### src/rtl/queue_ingress_if.sv
// Producer stream and queue push bundle for queue_ingress.
// master drives words and q_full; slave (the ingress) drives s_ready, q_push, q_data.
`ifndef DATA_WIDTH
`define DATA_WIDTH 8
`endif

interface queue_ingress_if #(
  parameter int DATA_WIDTH = `DATA_WIDTH
);
  logic [DATA_WIDTH-1:0] s_data;
  logic                  s_valid;
  logic                  s_ready;
  logic                  q_full;
  logic                  q_push;
  logic [DATA_WIDTH-1:0] q_data;

  modport master (
    output s_data, s_valid, q_full,
    input  s_ready, q_push, q_data
  );

  modport slave (
    input  s_data, s_valid, q_full,
    output s_ready, q_push, q_data
  );
endinterface

### src/rtl/queue_ingress.sv
// 2-entry skid buffer feeding the queue; accepted words push one cycle later at the earliest.
// Define INGRESS_DROP_EN to discard the head word after STALL_LIMIT full cycles.
`ifndef DATA_WIDTH
`define DATA_WIDTH 8
`endif

module queue_ingress #(
  parameter int DATA_WIDTH  = `DATA_WIDTH,
  parameter int STALL_LIMIT = 16,
  parameter int CNT_WIDTH   = 8
) (
  input  logic                 clk,
  input  logic                 reset,
  queue_ingress_if.slave       bus,
  output logic [1:0]           occ,
  output logic [CNT_WIDTH-1:0] drop_cnt
);

  logic [DATA_WIDTH-1:0] mem_q [2];
  logic [DATA_WIDTH-1:0] mem_d [2];
  logic                  head_q, head_d;
  logic                  tail_q, tail_d;
  logic [1:0]            occ_q, occ_d;
  logic                  accept;
  logic                  push;
  logic                  drop;

  // s_ready depends only on flops and reset, never on s_valid or q_full.
  assign bus.s_ready = (occ_q < 2'd2) & ~reset;
  assign push        = (occ_q != 2'd0) & ~bus.q_full & ~reset;
  assign bus.q_push  = push;
  assign bus.q_data  = mem_q[head_q];
  assign accept      = bus.s_valid & bus.s_ready;
  assign occ         = occ_q;

  always_comb begin
    mem_d  = mem_q;
    head_d = head_q;
    tail_d = tail_q;
    occ_d  = occ_q;
    if (accept) begin
      mem_d[tail_q] = bus.s_data;
      tail_d        = ~tail_q;
    end
    if (push | drop) begin
      head_d = ~head_q;
    end
    case ({accept, push | drop})
      2'b10:   occ_d = occ_q + 2'd1;
      2'b01:   occ_d = occ_q - 2'd1;
      default: occ_d = occ_q;
    endcase
  end

  always_ff @(posedge clk) begin
    if (reset) begin
      head_q <= 1'b0;
      tail_q <= 1'b0;
      occ_q  <= 2'd0;
    end else begin
      head_q <= head_d;
      tail_q <= tail_d;
      occ_q  <= occ_d;
    end
    mem_q <= mem_d;
  end

`ifdef INGRESS_DROP_EN
  localparam int SW = $clog2(STALL_LIMIT + 1);
  localparam logic [SW-1:0] STALL_LAST = SW'(STALL_LIMIT - 1);

  localparam logic [1:0] IDLE   = 2'd0;
  localparam logic [1:0] ACTIVE = 2'd1;
  localparam logic [1:0] STALL  = 2'd2;

  logic [1:0]           state_q, state_d;
  logic [SW-1:0]        stall_cnt_q, stall_cnt_d;
  logic [CNT_WIDTH-1:0] drop_cnt_q, drop_cnt_d;

  // q_full is rechecked so a drop can never coincide with a push.
  assign drop     = (state_q == STALL) & bus.q_full & (stall_cnt_q == STALL_LAST);
  assign drop_cnt = drop_cnt_q;

  always_comb begin
    state_d     = IDLE;
    stall_cnt_d = '0;
    drop_cnt_d  = drop_cnt_q;
    if (occ_d != 2'd0) begin
      state_d = bus.q_full ? STALL : ACTIVE;
    end
    if (!drop && (state_q == STALL) && bus.q_full) begin
      stall_cnt_d = stall_cnt_q + 1'b1;
    end
    if (drop && !(&drop_cnt_q)) begin
      drop_cnt_d = drop_cnt_q + 1'b1;
    end
  end

  always_ff @(posedge clk) begin
    if (reset) begin
      state_q     <= IDLE;
      stall_cnt_q <= '0;
      drop_cnt_q  <= '0;
    end else begin
      state_q     <= state_d;
      stall_cnt_q <= stall_cnt_d;
      drop_cnt_q  <= drop_cnt_d;
    end
  end
`else
  assign drop     = 1'b0;
  assign drop_cnt = '0;
`endif

endmodule
### src/flat_wrapper.sv
// flat-port wrapper written by rule: the top's interface ports become plain ports
module queue_ingress_flat 
#(
  parameter int DATA_WIDTH  = `DATA_WIDTH,
  parameter int STALL_LIMIT = 16,
  parameter int CNT_WIDTH   = 8
)
  (clk, reset, occ, drop_cnt, bus_s_data, bus_s_valid, bus_q_full, bus_s_ready, bus_q_push, bus_q_data);
  queue_ingress_if #(.DATA_WIDTH(DATA_WIDTH)) bus_i ();
  input  logic clk;
  input  logic reset;
  output logic [1:0] occ;
  output logic [CNT_WIDTH-1:0] drop_cnt;
  input wire logic [$bits(bus_i.s_data)-1:0] bus_s_data;
  input wire logic [$bits(bus_i.s_valid)-1:0] bus_s_valid;
  input wire logic [$bits(bus_i.q_full)-1:0] bus_q_full;
  output wire logic [$bits(bus_i.s_ready)-1:0] bus_s_ready;
  output wire logic [$bits(bus_i.q_push)-1:0] bus_q_push;
  output wire logic [$bits(bus_i.q_data)-1:0] bus_q_data;
  assign bus_i.s_data = bus_s_data;
  assign bus_i.s_valid = bus_s_valid;
  assign bus_i.q_full = bus_q_full;
  assign bus_s_ready = bus_i.s_ready;
  assign bus_q_push = bus_i.q_push;
  assign bus_q_data = bus_i.q_data;
  queue_ingress #(.DATA_WIDTH(DATA_WIDTH), .STALL_LIMIT(STALL_LIMIT), .CNT_WIDTH(CNT_WIDTH)) u_core (.clk(clk), .reset(reset), .bus(bus_i), .occ(occ), .drop_cnt(drop_cnt));
endmodule
### config.mk
export PLATFORM = sky130hd
export DESIGN_NAME = queue_ingress_flat
export DESIGN_NICKNAME = d
export VERILOG_FILES = /design/src/rtl/queue_ingress_if.sv /design/src/rtl/queue_ingress.sv /design/src/flat_wrapper.sv
export SDC_FILE = /design/constraint.sdc
export NUM_CORES = 1
export LEC_CHECK = 0
export ABC_AREA = 1
export BUFFER_PORTS_ARGS = -buffer_cell sky130_fd_sc_hd__buf_2
export CORE_UTILIZATION = 34
export DETAILED_ROUTE_END_ITERATION = 8
export SYNTH_ARGS = -nofsm -noshare
export SYNTH_HDL_FRONTEND = slang
export SYNTH_SLANG_ARGS = --single-unit
export TNS_END_PERCENT = 10
### constraint.sdc
create_clock -name clk -period 1.5 [get_ports clk]
set_clock_uncertainty 0.2 [all_clocks]
set_input_delay 0.15 -clock clk [delete_from_list [all_inputs] [get_ports clk]]
set_output_delay 0.15 -clock clk [all_outputs]
set_load 0.03 [all_outputs]
Word-level counts from Yosys, hierarchy flattened
Index checks and enable logic that the tools add are counted.
{"block": "word_totals", "latch_bits": 0, "ramBits": 0, "n_memories": 0, "mem_bits_ro": 0, "regBits": 20, "inputBits": 12}
{"block": "op_classes", "n_lt_le_gt_ge": 4, "n_eq_ne": 2, "muxes": 7, "div": 0, "addsub": 2, "mul": 0, "reduce_logical": 3, "n_bitwise": 10, "n_shift": 0}
{"cell": "$mux W8", "n": 4}
{"cell": "$bwmux W16", "n": 1}
{"cell": "$demux W8 S1", "n": 1}
{"cell": "$and A1 B1 Y1", "n": 4}
{"cell": "$ge A2 B2 Y1 const B", "n": 2}
{"cell": "$not A1 Y1", "n": 4}
{"cell": "$not A1 Y2", "n": 2}
{"cell": "$pmux W2 S2", "n": 1}
{"cell": "$reduce_bool A2 Y1", "n": 2}
{"cell": "$add A2 B1 Y2 const B", "n": 1}
{"cell": "$eq A2 B1 Y1 const B", "n": 1}
{"cell": "$eq A2 B2 Y1 const B", "n": 1}
{"cell": "$lt A2 B1 Y1 const B", "n": 1}
{"cell": "$lt A2 B2 Y1 const B", "n": 1}
{"cell": "$sub A2 B1 Y2 const B", "n": 1}
{"cell": "$logic_and A1 B1 Y1", "n": 1}

Longest topological paths before layout
Gate-level depths: netlist (run 1).
{"block": "logic_depth", "ltp_word": 6, "ltp_mapped": 10}

Worst setup path before layout (run 1)
OpenSTA, ideal clock, no wires.
{"block": "synth_timing", "path_type": "register to register", "startpoint": "reg u_core.occ_q[1], in the netlist u_core.occ[1]", "endpoint": "reg u_core.mem_q[0] (netlist bit) (enable)", "stages_incl_launch_ff": 4, "required_ns": 0.930, "arrival_time_ns": 1.331, "setup_time_ns": 0.370, "period_less_slack_ns": 1.902, "slack_ns": -0.402, "cell_sequence": "dfxtp_1 nor2_2 nand2_2 nor2_1"}
{"block": "synth_between", "elab_chain_cells": 3}
{"item": "start: declaration", "line": "queue_ingress.sv:23", "rtl": "logic [1:0] occ_q, occ_d;"}
{"item": "start signal: assignment", "line": "queue_ingress.sv:59", "rtl": "occ_q <= 2'd0;"}
{"item": "start signal: assignment", "line": "queue_ingress.sv:63", "rtl": "occ_q <= occ_d;"}
{"item": "$lt A2 B2 Y1", "line": "queue_ingress.sv:29", "rtl": "assign bus.s_ready = (occ_q < 2'd2) & ~reset;"}
{"item": "$and A1 B1 Y1", "line": "queue_ingress.sv:29"}
{"item": "named net bus_s_ready", "line": "flat_wrapper.sv:17", "rtl": "output wire logic [$bits(bus_i.s_ready)-1:0] bus_s_ready;"}
{"item": "$and A1 B1 Y1", "line": "queue_ingress.sv:33", "rtl": "assign accept = bus.s_valid & bus.s_ready;"}
{"item": "end signal: assignment", "line": "queue_ingress.sv:65", "rtl": "mem_q <= mem_d;"}
{"item": "end: declaration", "line": "queue_ingress.sv:19", "rtl": "logic [DATA_WIDTH-1:0] mem_q [2];"}
The timed path passes the listed nets, and every way through them passes these cells.
A chain may end at the register's enable or synchronous reset.

Final worst setup path (run 1)
{"block": "layout_timing", "startpoint": "reg u_core.occ_q[1], in the netlist u_core.occ[1]", "endpoint": "out bus_q_push"}
{"block": "layout_between", "elab_chain_cells": 3}
{"item": "$reduce_bool A2 Y1", "line": "queue_ingress.sv:30", "rtl": "assign push = (occ_q != 2'd0) & ~bus.q_full & ~reset;"}
{"item": "$and A1 B1 Y1 (2 in series)", "line": "queue_ingress.sv:30"}
{"item": "end: declaration", "line": "flat_wrapper.sv:18", "rtl": "output wire logic [$bits(bus_i.q_push)-1:0] bus_q_push;"}
No other way between the ends.

==> results of run 1 <==
worst paths after layout:
kind,to,start
setup / recovery,bus_q_push,u_core.occ[1]
hold / removal,u_core.tail_q,reset
hold reg to reg,u_core.tail_q,u_core.tail_q
setup reg to reg,u_core.occ[1],u_core.occ[1]
synthesized netlist by cell type, drive strengths merged:
cell type  count
nand3          2
ha             1
nor2           6
conb           1
buf            9
nand2         32
dfxtp          4
inv            9
edfxtp        16
o21ai          3
a21oi          2
stage by stage:
step | setup TNS [ns] | instance area (um2)
after floorplan | -0.350 | 931
after global placement | 0 | 1050
after detailed placement | 0 | 1050
after CTS | 0 | 1190
after global routing | -0.0492 | 1230
final | 0 | 1230
worst register-to-register path, delay by kind of cell (launching register included):
family	cells	cell delay (ns)
flip-flops	1	0.38
AO/OA/AOI/OAI	1	0.16
adder cells (fa/ha/maj)	1	0.23
buffers and inverters	2	0.14
AND/OR/NAND/NOR	4	0.25
layout make-up:
| type | count | share of cell area, % |
|---|---|---|
| Tap cell | 28 | 2.85 |
| Sequential cell | 20 | 46.6 |
| Timing Repair Buffer | 37 | 23.3 |
| Inverter | 9 | 2.96 |
| Multi-Input combinational cell | 54 | 22.1 |
| Clock buffer | 3 | 1.83 |
| Clock inverter | 1 | 0.306 |
power groups by stage:
stage | logic [mW] | clock network (mW) | registers [mW]
after floorplan | 0.189 | 0 | 0.662
after global placement | 0.251 | 0 | 0.658
after detailed placement | 0.253 | 0 | 0.659
after CTS | 0.280 | 0.261 | 0.648
after global routing | 0.327 | 0.279 | 0.655
final | 0.297 | 0.247 | 0.650
cells by family (layout without fill, tap and decap cells):
kind of cell	after synthesis	count (layout)	share of synthesized area (%)
buffers and inverters	18	50	11.6
other	1	8	0.430
adders and majority gates	1	1	1.43
DFF	20	20	64.3
AOI/OAI and AO/OA	5	5	3.30
and+or+nand+nor	40	40	18.9
layer usage:
layer	up-vias	GRT usage, %	share of wire, %
met4	0	7.89	1.4
li1	333	-	-
met2	23	22.4	51
met1	279	13.4	44
met3	2	1.74	3.5
met5	-	0	0
sequential cells by signal, summed over array words and instances (netlist names):
signal,count
u_core.mem_q,16
u_core.occ,2
u_core.head_q,1
u_core.tail_q,1
repair_timing:
item,4_1_cts,5_1_grt
gates cloned,0,0
setup buffers,0,1
hold buffers,10,0
endpoints found under the setup margin,8,8
resized for setup,6,10
hold endpoints to repair,19,0
pin swaps,0,2
==> results.txt, run 1 <==
PortBufs -> 23
Max-cap violations -> 0
Hold WS -> -0.00614 ns
Synth Register Bits -> 20
Area Overhead vs Synth -> 40.7%
switching share of power -> 29.9%
Sequential cell area -> 572 um2
Finished Core Util -> 52.9%
GPL Wtd Cong -> 0.699
CP max stage delay -> 0.38 ns
CP Data Required Time -> 1.15 ns
Die H -> 52.6 um
diode count -> 0
CP startpoint kind -> flip-flop
sequential cell fraction of total power -> 54.5%
Total Routing Usage GR -> 12.4%
Wirelength per Cell -> 9.57 um
max-slew violations -> 0
Crit-path slowest cell -> dfxtp_4
hold depth -> 4
dpl cells -> 137
crit-path max FO -> 4
Nets -> 138
crit share post-route -> 94.9%
Final WS setup -> 0.0767 ns
first-pass GRT wire length -> 2.38 mm
Avg Cell Area, Syn -> 10.3 um2
DRT antenna net count -> 0
worst min-delay path class -> input pin to flip-flop
vias in the first global route -> 602
CTS root buffer -> clkbuf_4
final std cells w/o fill -> 152
CP Data Arrival Time -> 1.07 ns
Gate power share -> 24.9%
Max Clk Rate -> 703 MHz
initial antenna violation count -> 0
DRC -> 0
grt total ovfl -> 0
clock-pin transition on the worst setup and hold timing paths -> 0.10 ns
fillers -> 210
layout cell share with drive strength beyond 1 -> 36.3%
FF-to-FF setup slack -> 0.09 ns
status -> finished, violations left
CP top delay family -> flip-flops
area leader, netlist -> edfxtp_1
Syn Inst Count -> 85
Site Rows -> 17
Netlist cell types -> 17
commonest non-fill, non-tap cells in the layout -> 30 x nand2_1, 16 x buf_2, 16 x edfxtp_1
total chip power -> 1.19 mW
TritonCTS clock tree -> built
drt pass-1 iters -> 3
vias -> 637
clock share of power -> 20.7%
Die W -> 52.6 um
Reg2Reg Depth -> 8
largest cells by area after synthesis -> edfxtp_1 55%, nand2_1 13%, dfxtp_1 9.2%
core area -> 0.00232 mm2
post-layout min period -> 1.42 ns
clock sinks -> 20
area of the multi-input gates -> 272 um2
H-tree levels -> 1
Crit Path Class -> flip-flop to primary output
total CTS buffers -> 3
yosys warns -> 0
Clock Tree Buf Depth -> 2
I/O pins -> 32
failing checks -> hold timing
mapped cell area -> 872 um2
setup slack at placement -> 0.107 ns
die area -> 0.00277 mm2
endpoints failing hold -> 1
Leakage -> 0.551 nW
Psw -> 0.357 mW
commonest non-fill, non-tap cell in the layout -> nand2_1
critical-path cell list -> o21ai_4, inv_2, buf_2
hpwl dp -> 1.01 mm
sequential fraction of the synthesis area -> 64.3%
Initial Util -> 37.6%
number of stages on the worst setup path -> 3
crit path capture type -> primary output
Worst VDD drop -> 0.638 mV
P_int -> 0.835 mW
largest net degree at the start of global routing -> 12
DR vias/cell -> 4.19
Clock Latency Late Sink -> 0.28 ns
WP buf/inv -> 2
power density cells -> 972 mW/mm2
final WL -> 1.45 mm
RSZ-0062 raised after global routing -> yes
Synth top area share -> 55.1%
# setup viols final -> 0
DRT iter0 DRCs -> 11
(Power assumes the default switching activity.)
==> run 2: changes to the inputs <==
--- a/config.mk
+++ b/config.mk
@@ -9,6 +9,7 @@
 export BUFFER_PORTS_ARGS = -buffer_cell sky130_fd_sc_hd__buf_2
 export CORE_UTILIZATION = 34
 export DETAILED_ROUTE_END_ITERATION = 8
+export PLACE_DENSITY_LB_ADDON = 0.1
 export SYNTH_ARGS = -nofsm -noshare
 export SYNTH_HDL_FRONTEND = slang
 export SYNTH_SLANG_ARGS = --single-unit
==> constraint.sdc (replaced) <==
create_clock -name clk -period 1.5 [get_ports clk]
set_clock_uncertainty 0.2 [all_clocks]
set_input_delay 0.075 -clock clk [delete_from_list [all_inputs] [get_ports clk]]
set_output_delay 0.075 -clock clk [all_outputs]
set_load 0.03 [all_outputs]
==> results.txt, run 2 (same netlist as run 1, synthesis figures left out) <==
status -> finished, violations left
failing checks -> hold timing
Most flops, register -> u_core.mem_q
Leakage -> 0.541 nW
diode count -> 0
Crit Path Class -> flip-flop to flip-flop
Max-cap violations -> 0
final std cells w/o fill -> 152
endpoints failing hold -> 2
Post-DP Area -> 0.00106 mm2
DR vias/cell -> 4.07
vias -> 618
Worst VDD drop -> 0.695 mV
Clock Tree Buf Depth -> 2
TritonCTS clock tree -> built
Finished Core Util -> 51.1%
Area Overhead vs Synth -> 35.7%
clock-pin transition on the worst setup and hold timing paths -> 0.11 ns
Initial Util -> 37.6%
first-pass GRT wire length -> 2.47 mm
CP startpoint kind -> flip-flop
dpl cells -> 138
Nets -> 138
vias in the first global route -> 586
crit share post-route -> 94.5%
drt pass-1 iters -> 2
Site Rows -> 17
total CTS buffers -> 3
DRC -> 0
commonest non-fill, non-tap cells in the layout -> 30 x nand2_1, 23 x buf_2, 16 x edfxtp_1
Die W -> 52.6 um
CTS root buffer -> clkbuf_4
fillers -> 235
commonest non-fill, non-tap cell in the layout -> nand2_1
I/O pins -> 32
CP Data Required Time -> 1.53 ns
power density cells -> 988 mW/mm2
GPL Wtd Cong -> 0.778
core area -> 0.00232 mm2
Die H -> 52.6 um
crit-path max FO -> 6
layout cell share with drive strength beyond 1 -> 36.3%
# setup viols final -> 0
worst min-delay path class -> input pin to flip-flop
hpwl dp -> 1.11 mm
crit path capture type -> flip-flop
# hold bufs at CTS -> 10
clock sinks -> 20
DRT iter0 DRCs -> 9
total negative slack -> 0 ns
Total Routing Usage GR -> 13.0%
post-CTS setup buffer count -> 0
Max Clk Rate -> 706 MHz
die area -> 0.00277 mm2
final WL -> 1.51 mm
grt total ovfl -> 0
DRT antenna net count -> 0
post-layout min period -> 1.42 ns
H-tree levels -> 1
PortBufs -> 23
CP Data Arrival Time -> 1.45 ns
RSZ-0062 raised after global routing -> yes
max reg flops -> 16
largest net degree at the start of global routing -> 12
Hold WS -> -0.161 ns
Clock Latency Late Sink -> 0.29 ns
cell area after layout -> 0.00118 mm2
max-slew violations -> 0
initial antenna violation count -> 0
Wirelength per Cell -> 9.92 um
run 2: what timing repair did:
item	4_1_cts	5_1_grt
hold endpoints to repair	20	2
resized for setup	1	0
endpoints found under the setup margin	1	2
run 2: metal layers:
| metal | part of all wire [%] | vias to the layer above | GRT usage, % |
|---|---|---|---|
| met2 | 47 | 21 | 23.2 |
| met5 | 0 | - | 0 |
| li1 | - | 330 | - |
| met1 | 48 | 265 | 13.7 |
| met3 | 4.6 | 2 | 2.90 |
| met4 | 0.93 | 0 | 7.89 |
run 2: cell type report:
| cell class | count | area [um2] | share of cell area, % |
|---|---|---|---|
| Clock buffer | 3 | 22.5 | 1.90 |
| Clock inverter | 1 | 3.75 | 0.317 |
| Inverter | 9 | 33.8 | 2.85 |
| Multi-Input combinational cell | 54 | 264 | 22.3 |
| Sequential cell | 20 | 567 | 47.9 |
| Tap cell | 28 | 35.0 | 2.96 |
| Timing Repair Buffer | 37 | 258 | 21.8 |
run 2: worst paths after layout:
| path | from | end | slack, ns | cells after the start |
|---|---|---|---|---|
| setup reg to reg | u_core.occ[0] | u_core.occ[1] | 0.08 | 8 |
| hold reg to reg | u_core.occ[0] | u_core.occ[0] | 0.29 | 1 |
| hold / removal | reset | u_core.tail_q | -0.16 | 2 |
| setup / recovery | u_core.occ[0] | u_core.occ[1] | 0.08 | 8 |
run 2: worst max-delay path: stages (launching register included):
cell     delay, ns
dfxtp_2       0.37
o21ai_2       0.16
inv_2         0.07
ha_4          0.24
inv_2         0.06
nand3_2       0.08
nand2_1       0.06
nand2_1       0.05
nor2_1        0.07
run 2: report_power, final:
group | internal, mW | switching [mW] | total [mW]
Combinational | 0.0927 | 0.183 | 0.276
Sequential | 0.627 | 0.0176 | 0.645
Clock | 0.0966 | 0.151 | 0.248
Total | 0.817 | 0.352 | 1.17
run 2: stage by stage:
step / power (mW) / setup slack [ns]
floorplan: 0.851 / -0.0209
global placement: 0.913 / 0.130
detailed placement: 0.917 / 0.0999
CTS: 1.18 / 0.0610
global route: 1.24 / -0.00981
finish: 1.17 / 0.0827
==> run 3: changes to the inputs <==
--- a/config.mk
+++ b/config.mk
@@ -7,7 +7,7 @@
 export LEC_CHECK = 0
 export ABC_AREA = 1
 export BUFFER_PORTS_ARGS = -buffer_cell sky130_fd_sc_hd__buf_2
-export CORE_UTILIZATION = 34
+export CORE_UTILIZATION = 42
 export DETAILED_ROUTE_END_ITERATION = 8
 export PLACE_DENSITY_LB_ADDON = 0.1
 export SYNTH_ARGS = -nofsm -noshare
==> results.txt, run 3 (same netlist as run 1, synthesis figures left out) <==
GPL Wtd Cong -> 0.618
CP Data Arrival Time -> 1.48 ns
Initial Util -> 44.5%
critical-path cell list -> nor2_4, nand2_4, ha_4, inv_4, nand3_4, nand2_1, nand2_1, nor2_1
Area Overhead vs Synth -> 41.9%
hold depth -> 6
I/O pins -> 32
Max Clk Rate -> 689 MHz
RR Startpoint -> u_core.occ[1]
Crit-path slowest cell -> dfxtp_4
Clock Tree Buf Depth -> 2
diode count -> 0
Die W -> 47.6 um
max reg flops -> 16
clock sinks -> 20
cell area after layout -> 0.00124 mm2
Die H -> 47.6 um
max-slew violations -> 0
Clock Latency Late Sink -> 0.29 ns
Hold Startpoint -> bus_q_full
CP Data Required Time -> 1.53 ns
DRC -> 0
DR vias/cell -> 4.19
crit share post-route -> 96.7%
CTS root buffer -> clkbuf_4
Worst VDD drop -> 0.671 mV
status -> finished, violations left
worst min-delay path class -> input pin to flip-flop
TritonCTS clock tree -> built
H-tree levels -> 1
crit-path max FO -> 4
Max-cap violations -> 0
clock-pin transition on the worst setup and hold timing paths -> 0.10 ns
failing checks -> hold timing
vias in the first global route -> 531
Site Rows -> 16
first-pass GRT wire length -> 2.10 mm
fillers -> 177
Finished Core Util -> 63.1%
crit path capture type -> flip-flop
Hold Path Sink -> u_core.head_q
largest net degree at the start of global routing -> 12
total CTS buffers -> 3
power density cells -> 969 mW/mm2
final WL -> 1.54 mm
r2r endpoint -> u_core.occ[1]
commonest non-fill, non-tap cells in the layout -> 30 x nand2_1, 22 x buf_2, 16 x edfxtp_1
core area -> 0.00196 mm2
grt total ovfl -> 0
Wirelength per Cell -> 10.1 um
Reg2Reg Depth -> 8
post-layout min period -> 1.45 ns
CP max stage delay -> 0.38 ns
initial antenna violation count -> 0
hpwl dp -> 970 um
commonest non-fill, non-tap cell in the layout -> nand2_1
vias -> 641
die area -> 0.00226 mm2
PortBufs -> 23
endpoints failing hold -> 1
Hold WS -> -0.0527 ns
Total Routing Usage GR -> 13.9%
Crit Path Class -> flip-flop to flip-flop
CP most frequent cell -> nand2_1
DRT antenna net count -> 0
# setup viols final -> 0
Nets -> 140
Leakage -> 0.554 nW
Post-DP Area -> 0.00106 mm2
FF-to-FF setup slack -> 0.05 ns
Most flops, register -> u_core.mem_q
CP startpoint kind -> flip-flop
layout cell share with drive strength beyond 1 -> 37.3%
DRT iter0 DRCs -> 13
drt pass-1 iters -> 3
==> run 3: report_power, final <==
part	internal, mW	switching (mW)	total [mW]
logic	0.108	0.192	0.300
clock network	0.103	0.149	0.252
registers	0.627	0.0199	0.647
total	0.838	0.361	1.20
==> run 3: layer usage <==
layer / GRT usage (%) / wire (um) / vias up
li1: - / - / 337
met1: 16.1 / 703 / 282
met2: 24.1 / 753 / 20
met3: 3.40 / 69 / 2
met4: 6.67 / 14 / 0
met5: 0 / 0 / -
==> run 3: stage by stage <==
step	power, mW	TNS [ns]	std cells	hold WS (ns)	worst slack, ns
floorplan	0.851	-0.350	92	-0.0559	-0.0209
global placement	0.915	0	136	0.0629	0.131
detailed placement	0.917	0	136	0.0678	0.0963
CTS	1.19	0	150	-0.177	0.00273
global route	1.26	-0.00965	153	-0.0332	-0.00965
finish	1.20	0	153	-0.0527	0.0488
==> run 3: repair_timing <==
item	in CTS	in global routing
gates resized for setup	0	7
hold buffers	10	1
hold endpoints to repair	20	2
endpoints found under the setup margin	0	8
buffers inserted	0	2
==> run 3: area by class of cell <==
type                       count  area (um2)  area share [%]
sequential                    20         569            46.0
inverter                       9        36.3            2.93
multi-input combinational     54         282            22.8
timing repair buffer          39         290            23.5
tap                           27        33.8            2.73
clock buffer                   4        26.3            2.12
==> run 3: worst max path at each step <==
| stage | slack [ns] | start | end |
|---|---|---|---|
| after CTS | 0.003 | u_core.head_q | bus_q_data[5] |
| after global placement | 0.13 | u_core.occ[0] | u_core.occ[1] |
| after floorplan | -0.02 | u_core.occ[1] | u_core.mem_q[10] |
| after detailed placement | 0.1 | u_core.occ[0] | u_core.occ[1] |
| final | 0.05 | u_core.occ[1] | u_core.occ[1] |
| after global routing | -0.01 | u_core.occ[1] | u_core.occ[1] |
==> run 3: worst max-delay path: cells and delay by family (launching register included) <==
| family | cells | cell delay [ns] |
|---|---|---|
| adders and majority gates | 1 | 0.25 |
| buffers and inverters | 1 | 0.06 |
| DFF | 1 | 0.38 |
| and+or+nand+nor | 6 | 0.48 |
